$ cat config.mk
export PLATFORM = sky130hd
export DESIGN_NAME = i4_mode_select_flat
export DESIGN_NICKNAME = d
export VERILOG_FILES = /design/src/rtl/i4_mode_select_if.sv /design/src/rtl/i4_mode_select.sv /design/src/flat_wrapper.sv
export SDC_FILE = /design/constraint.sdc
export NUM_CORES = 2
export LEC_CHECK = 0
export CAP_MARGIN = 0
export CORE_MARGIN = 2
export CORE_UTILIZATION = 40
export CTS_BUF_LIST = sky130_fd_sc_hd__clkbuf_8
export CTS_CLUSTER_SIZE = 14
export DETAILED_ROUTE_END_ITERATION = 6
export PLACE_DENSITY_LB_ADDON = 0.08
export SYNTH_ARGS = -nofsm -noshare
export SYNTH_HDL_FRONTEND = slang
export SYNTH_SLANG_ARGS = --single-unit
$ cat constraint.sdc
create_clock -name clk -period 13.43 [get_ports clk]
set_clock_uncertainty 0.1 [all_clocks]
set_input_delay 2.0145 -clock clk [delete_from_list [all_inputs] [get_ports clk]]
set_output_delay 2.0145 -clock clk [all_outputs]
set_load 0.02 [all_outputs]
$ cat src/rtl/i4_mode_select_if.sv
// i4_mode_select_if: candidate prediction handshake between the intra-4x4 predictors and the mode selector.
// With I4_MODE_COST_EN defined the bundle also carries an 8-bit per-candidate side cost.
`timescale 1ns/1ps
interface i4_mode_select_if #(
    parameter int BIT_WIDTH  = 8,
    parameter int BLOCK_SIZE = 4,
    parameter int MODE_W     = 4
);
    logic                                       pred_valid;
    logic                                       pred_ready;
    logic [MODE_W-1:0]                          pred_mode;
    logic                                       pred_last;
    logic [BIT_WIDTH*BLOCK_SIZE*BLOCK_SIZE-1:0] pred;
`ifdef I4_MODE_COST_EN
    logic [7:0]                                 pred_cost;

    modport master (output pred_valid, pred_mode, pred_last, pred, pred_cost, input pred_ready);
    modport slave  (input pred_valid, pred_mode, pred_last, pred, pred_cost, output pred_ready);
`else
    modport master (output pred_valid, pred_mode, pred_last, pred, input pred_ready);
    modport slave  (input pred_valid, pred_mode, pred_last, pred, output pred_ready);
`endif
endinterface

$ cat src/rtl/i4_mode_select.sv
// i4_mode_select: scores 4x4 intra candidates by SSE against a latched source block and keeps the cheapest.
// Define I4_MODE_COST_EN to add the candidate's 8-bit pred_cost to each score.
`timescale 1ns/1ps
module i4_mode_select #(
    parameter int BIT_WIDTH  = 8,
    parameter int BLOCK_SIZE = 4,
    parameter int MODE_W     = 4,
    parameter int SCORE_W    = 20
) (
    input  logic                                       clk,
    input  logic                                       rst_n,
    input  logic                                       start,
    input  logic [BIT_WIDTH*BLOCK_SIZE*BLOCK_SIZE-1:0] src,
    i4_mode_select_if.slave                            pif,
    output logic                                       busy,
    output logic                                       done,
    output logic [MODE_W-1:0]                          best_mode,
    output logic [SCORE_W-1:0]                         best_score,
    output logic [BIT_WIDTH*BLOCK_SIZE*BLOCK_SIZE-1:0] best_pred
);
    localparam int NPIX  = BLOCK_SIZE * BLOCK_SIZE;
    localparam int BLK_W = BIT_WIDTH * NPIX;
    localparam int SQ_W  = 2 * BIT_WIDTH;

    localparam logic [1:0] IDLE   = 2'd0;
    localparam logic [1:0] ACCEPT = 2'd1;
    localparam logic [1:0] DRAIN  = 2'd2;

    logic [1:0]           state;
    logic [BLK_W-1:0]     src_q;
    logic [SCORE_W-1:0]   run_min;
    logic                 accept;

    logic [BIT_WIDTH-1:0] mag [NPIX];
    logic [SQ_W-1:0]      sq  [NPIX];

    logic                 s1_valid;
    logic [SQ_W-1:0]      s1_sq [NPIX];
    logic [MODE_W-1:0]    s1_mode;
    logic [BLK_W-1:0]     s1_pred;
`ifdef I4_MODE_COST_EN
    logic [7:0]           s1_cost;
`endif
    logic [SCORE_W-1:0]   score;

    assign pif.pred_ready = (state == ACCEPT);
    assign accept         = pif.pred_valid && pif.pred_ready;

    // |src - pred| squared equals the square of the signed difference and needs no sign handling
    always_comb begin
        for (int k = 0; k < NPIX; k++) begin
            if (src_q[k*BIT_WIDTH +: BIT_WIDTH] >= pif.pred[k*BIT_WIDTH +: BIT_WIDTH])
                mag[k] = src_q[k*BIT_WIDTH +: BIT_WIDTH] - pif.pred[k*BIT_WIDTH +: BIT_WIDTH];
            else
                mag[k] = pif.pred[k*BIT_WIDTH +: BIT_WIDTH] - src_q[k*BIT_WIDTH +: BIT_WIDTH];
            sq[k] = {{BIT_WIDTH{1'b0}}, mag[k]} * {{BIT_WIDTH{1'b0}}, mag[k]};
        end
    end

    always_comb begin
        score = '0;
        for (int k = 0; k < NPIX; k++)
            score = score + SCORE_W'(s1_sq[k]);
`ifdef I4_MODE_COST_EN
        score = score + SCORE_W'(s1_cost);
`endif
    end

    // Search control; DRAIN waits for the last candidate to leave stage 1 before signalling done
    always_ff @(posedge clk or negedge rst_n) begin
        if (!rst_n) begin
            state <= IDLE;
            busy  <= 1'b0;
            done  <= 1'b0;
            src_q <= '0;
        end else begin
            done <= 1'b0;
            case (state)
                IDLE: begin
                    if (start) begin
                        src_q <= src;
                        busy  <= 1'b1;
                        state <= ACCEPT;
                    end
                end
                ACCEPT: begin
                    if (accept && pif.pred_last)
                        state <= DRAIN;
                end
                DRAIN: begin
                    if (!s1_valid) begin
                        done  <= 1'b1;
                        busy  <= 1'b0;
                        state <= IDLE;
                    end
                end
                default: state <= IDLE;
            endcase
        end
    end

    // Strict less-than keeps the earlier mode on ties; the all-ones minimum lets the first candidate win
    always_ff @(posedge clk or negedge rst_n) begin
        if (!rst_n) begin
            s1_valid   <= 1'b0;
            s1_sq      <= '{default: '0};
            s1_mode    <= '0;
            s1_pred    <= '0;
`ifdef I4_MODE_COST_EN
            s1_cost    <= '0;
`endif
            run_min    <= '0;
            best_mode  <= '0;
            best_score <= '0;
            best_pred  <= '0;
        end else begin
            s1_valid <= accept;
            if (accept) begin
                s1_sq   <= sq;
                s1_mode <= pif.pred_mode;
                s1_pred <= pif.pred;
`ifdef I4_MODE_COST_EN
                s1_cost <= pif.pred_cost;
`endif
            end
            if (state == IDLE && start) begin
                run_min <= '1;
            end else if (s1_valid && score < run_min) begin
                run_min    <= score;
                best_mode  <= s1_mode;
                best_score <= score;
                best_pred  <= s1_pred;
            end
        end
    end
endmodule

$ cat src/flat_wrapper.sv
// flat-port wrapper written by rule: the top's interface ports become plain ports
module i4_mode_select_flat 
#(
    parameter int BIT_WIDTH  = 8,
    parameter int BLOCK_SIZE = 4,
    parameter int MODE_W     = 4,
    parameter int SCORE_W    = 20
)
  (clk, rst_n, start, src, busy, done, best_mode, best_score, best_pred, pif_pred_valid, pif_pred_mode, pif_pred_last, pif_pred, pif_pred_ready);
  i4_mode_select_if #(.BIT_WIDTH(BIT_WIDTH), .BLOCK_SIZE(BLOCK_SIZE), .MODE_W(MODE_W)) pif_i ();
  input  logic clk;
  input  logic rst_n;
  input  logic start;
  input  logic [BIT_WIDTH*BLOCK_SIZE*BLOCK_SIZE-1:0] src;
  output logic busy;
  output logic done;
  output logic [MODE_W-1:0] best_mode;
  output logic [SCORE_W-1:0] best_score;
  output logic [BIT_WIDTH*BLOCK_SIZE*BLOCK_SIZE-1:0] best_pred;
  input wire logic [$bits(pif_i.pred_valid)-1:0] pif_pred_valid;
  input wire logic [$bits(pif_i.pred_mode)-1:0] pif_pred_mode;
  input wire logic [$bits(pif_i.pred_last)-1:0] pif_pred_last;
  input wire logic [$bits(pif_i.pred)-1:0] pif_pred;
  output wire logic [$bits(pif_i.pred_ready)-1:0] pif_pred_ready;
  assign pif_i.pred_valid = pif_pred_valid;
  assign pif_i.pred_mode = pif_pred_mode;
  assign pif_i.pred_last = pif_pred_last;
  assign pif_i.pred = pif_pred;
  assign pif_pred_ready = pif_i.pred_ready;
  i4_mode_select #(.BIT_WIDTH(BIT_WIDTH), .BLOCK_SIZE(BLOCK_SIZE), .MODE_W(MODE_W), .SCORE_W(SCORE_W)) u_core (.clk(clk), .rst_n(rst_n), .start(start), .src(src), .pif(pif_i), .busy(busy), .done(done), .best_mode(best_mode), .best_score(best_score), .best_pred(best_pred));
endmodule
==> flow_summary.ini <==
[synthesis]
synthTopCellsByArea = dfrtp_1, fa_1, ha_1, inv_1, o21ai_0
synth_fa_ha_area_frac = 0.340
synthXorXnorAreaFrac = 0.0491
ys_warn_count = 0
netlist_instances = 7064
netlist_top_cells_count = inv_1, ha_1, nand2_1, dfrtp_1, fa_1
ys_ff_latch = 677
ys_dominant_reg_cell = dfrtp_1
synth.avg_cell_area_um2 = 9.31
yosys.area_share.simple = 0.109
syn-cell-area_mm2 = 0.0657
synth_compound_area_frac = 0.118
synth.yosys.seq_area_share = 0.258
synth_edf_count = 0
synthMuxAreaShare = 0.0441
synth_top_area_cell = dfrtp_1
synthDistinctLibCells = 80
yosysMostFrequentCell = inv_1
synth_top_area_frac = 0.258
async_flop_share = 1.00
synth_top_family_by_area = adder cells

[finish]
fill_cells = 16000
drive_gt1_frac = 0.0628
nets = 9126
syn2layout_area_growth_pct = 13.9

[timing]
rsz0062_at_grt = false
period_share = 0.799
max_freq_mhz = 93.2
finalMaxSlewViolations = 0
hold_violations = 0
worst_pin_slew_ps = 1060
setup_viol = 0
slew_headroom = 0.293
post-route-min-period_ps = 10730
finalSetupTns_ps = 0

[placed_design]
place_hpwl_um = 127000
routabilityCongestion = 0.859
port_buffers = 419

[global_routing]
grt_max_degree = 145
first_global_vias = 50100
grt_pass1_wl_um = 266000
antenna_found_initial = 3
grt.overflow.total = 0
grt_usage = 0.195

[route]
drc = 0
routed_wl_um = 160000
routedWlPerCell_um = 16.4
dr.pass1.iters = 5
vias = 47600
viasPerCell = 4.89
antenna_left = 0
drtIter0Drc = 2316

[worst_setup_path]
crit_slowest_cell = or4b_2
cp_top_family = adder cells
startpoint_type = register
cp-end-kind = register
cpMostUsedCell = fa_1
arrival_ps = 11340
cp_num_buf_inv = 5
worstPathMaxFanout = 76
worstSetupPathType = reg2reg
critPathMaxStageDelay_ps = 680
cp_data_required_time_ps = 14050

[cts]
postCtsSetupRepairBufs = 0
cts_inserted_buffers = 135
post_cts_resized = 0
htree_levels = 4
cts_hold_buf = 0
ctsLongestPathBuffers = 3
clkSinkCount = 677
clockRootBuffer = clkbuf_8
clkLatencyLatePin_ps = 880
path_clk_slew_ps = 60
cts_tree = built

[status]
outcome = completed

[floorplanning]
coreArea_mm2 = 0.163
initial_utilization = 0.403
io_pins = 420
fp.dieH_um = 409
dieWidth_um = 409
dieArea_mm2 = 0.168
fp-row-count = 148

[worst_hold_path]
hp-class = reg2reg

[job]
drv_cap = 0
-- registers in the layout, indices dropped and copies added, names as in the netlist --
register	count
u_core.s1_sq	240
u_core.src_q	128
u_core.done	1
u_core.best_mode	4
u_core.state	2
u_core.s1_mode	4
u_core.busy	1
u_core.run_min	20
u_core.s1_valid	1
u_core.s1_pred	128
u_core.best_pred	128
u_core.best_score	20
-- worst register-to-register path: cells and delay by family, from the launching register on --
kind / cells / cell delay [ps]
AO/OA/AOI/OAI: 14 / 3150
AND/OR/NAND/NOR: 5 / 1790
flip-flops: 1 / 390
XOR/XNOR: 1 / 90
adder cells (fa/ha/maj): 9 / 3800
buffers and inverters: 5 / 570
multiplexers: 1 / 680
-- kinds of logic after synthesis --
family | Yosys count
adder cells (fa/ha/maj) | 1409
other | 2
buffers and inverters | 1422
XOR/XNOR | 361
AND/OR/NAND/NOR | 1630
AO/OA/AOI/OAI | 1295
multiplexers | 268
flip-flops | 677
-- metal layers --
metal / global-route usage / share of wire / up-vias
li1: - / - / 23600
met1: 0.275 / 0.49 / 23200
met2: 0.315 / 0.46 / 657
met3: 0.0289 / 0.033 / 168
met4: 0.0434 / 0.018 / 0
met5: 0 / 0 / -
-- stage by stage --
stage / area [um2] / util / hold slack [ps] / instances / worst slack [ps]
detailed placement: 72100 / 0.443 / 359 / 9490 / 2770
global route: 74900 / 0.460 / 386 / 9724 / 2230
finish: 74900 / 0.460 / 370 / 9726 / 2700
floorplan: 65800 / - / 326 / 7070 / 4550
CTS: 74900 / 0.460 / 372 / 9721 / 2740
global placement: 72100 / 0.443 / 355 / 9490 / 2940
-- final cells by class --
type                            count  area [um2]  share of cell area
Tap cell                         2175        2720              0.0363
Antenna cell                        5        12.5            0.000167
Clock inverter                     66         482             0.00643
Sequential cell                   677       16900               0.226
Timing Repair Buffer              455        4510              0.0602
Clock buffer                      165        2270              0.0303
Multi-Input combinational cell   4971       43400               0.580
Inverter                         1212        4550              0.0608
-- path summary, 6_finish.rpt --
check                           depth (start not counted)              start              endpoint  slack [ps]
worst max-delay path                                   35  u_core.s1_sq[227]  u_core.best_pred[58]        2700
worst min-delay path                                    2  u_core.s1_mode[2]     u_core.s1_mode[2]         370
worst max register to register                         35  u_core.s1_sq[227]  u_core.best_pred[58]        2700
worst min register to register                          2  u_core.s1_mode[2]     u_core.s1_mode[2]         370
max in group asynchronous                               4              rst_n      u_core.s1_sq[60]        9540
min in group asynchronous                               1              rst_n  u_core.best_pred[22]        1010
-- cells in the final DEF, fill, tap and decap left out, types with 141 or more instances in the layout --
cell	n
xor2_1	141
clkbuf_8	165
o21ai_0	590
a21oi_1	255
nor2_1	463
fa_1	628
dfrtp_1	677
inv_1	1244
ha_1	781
nand2_1	732
xnor2_1	211
clkdlybuf4s50_1	418
Power is not shown: default switching activity piles up to over one toggle a cycle in this logic, so the estimate is an artifact.
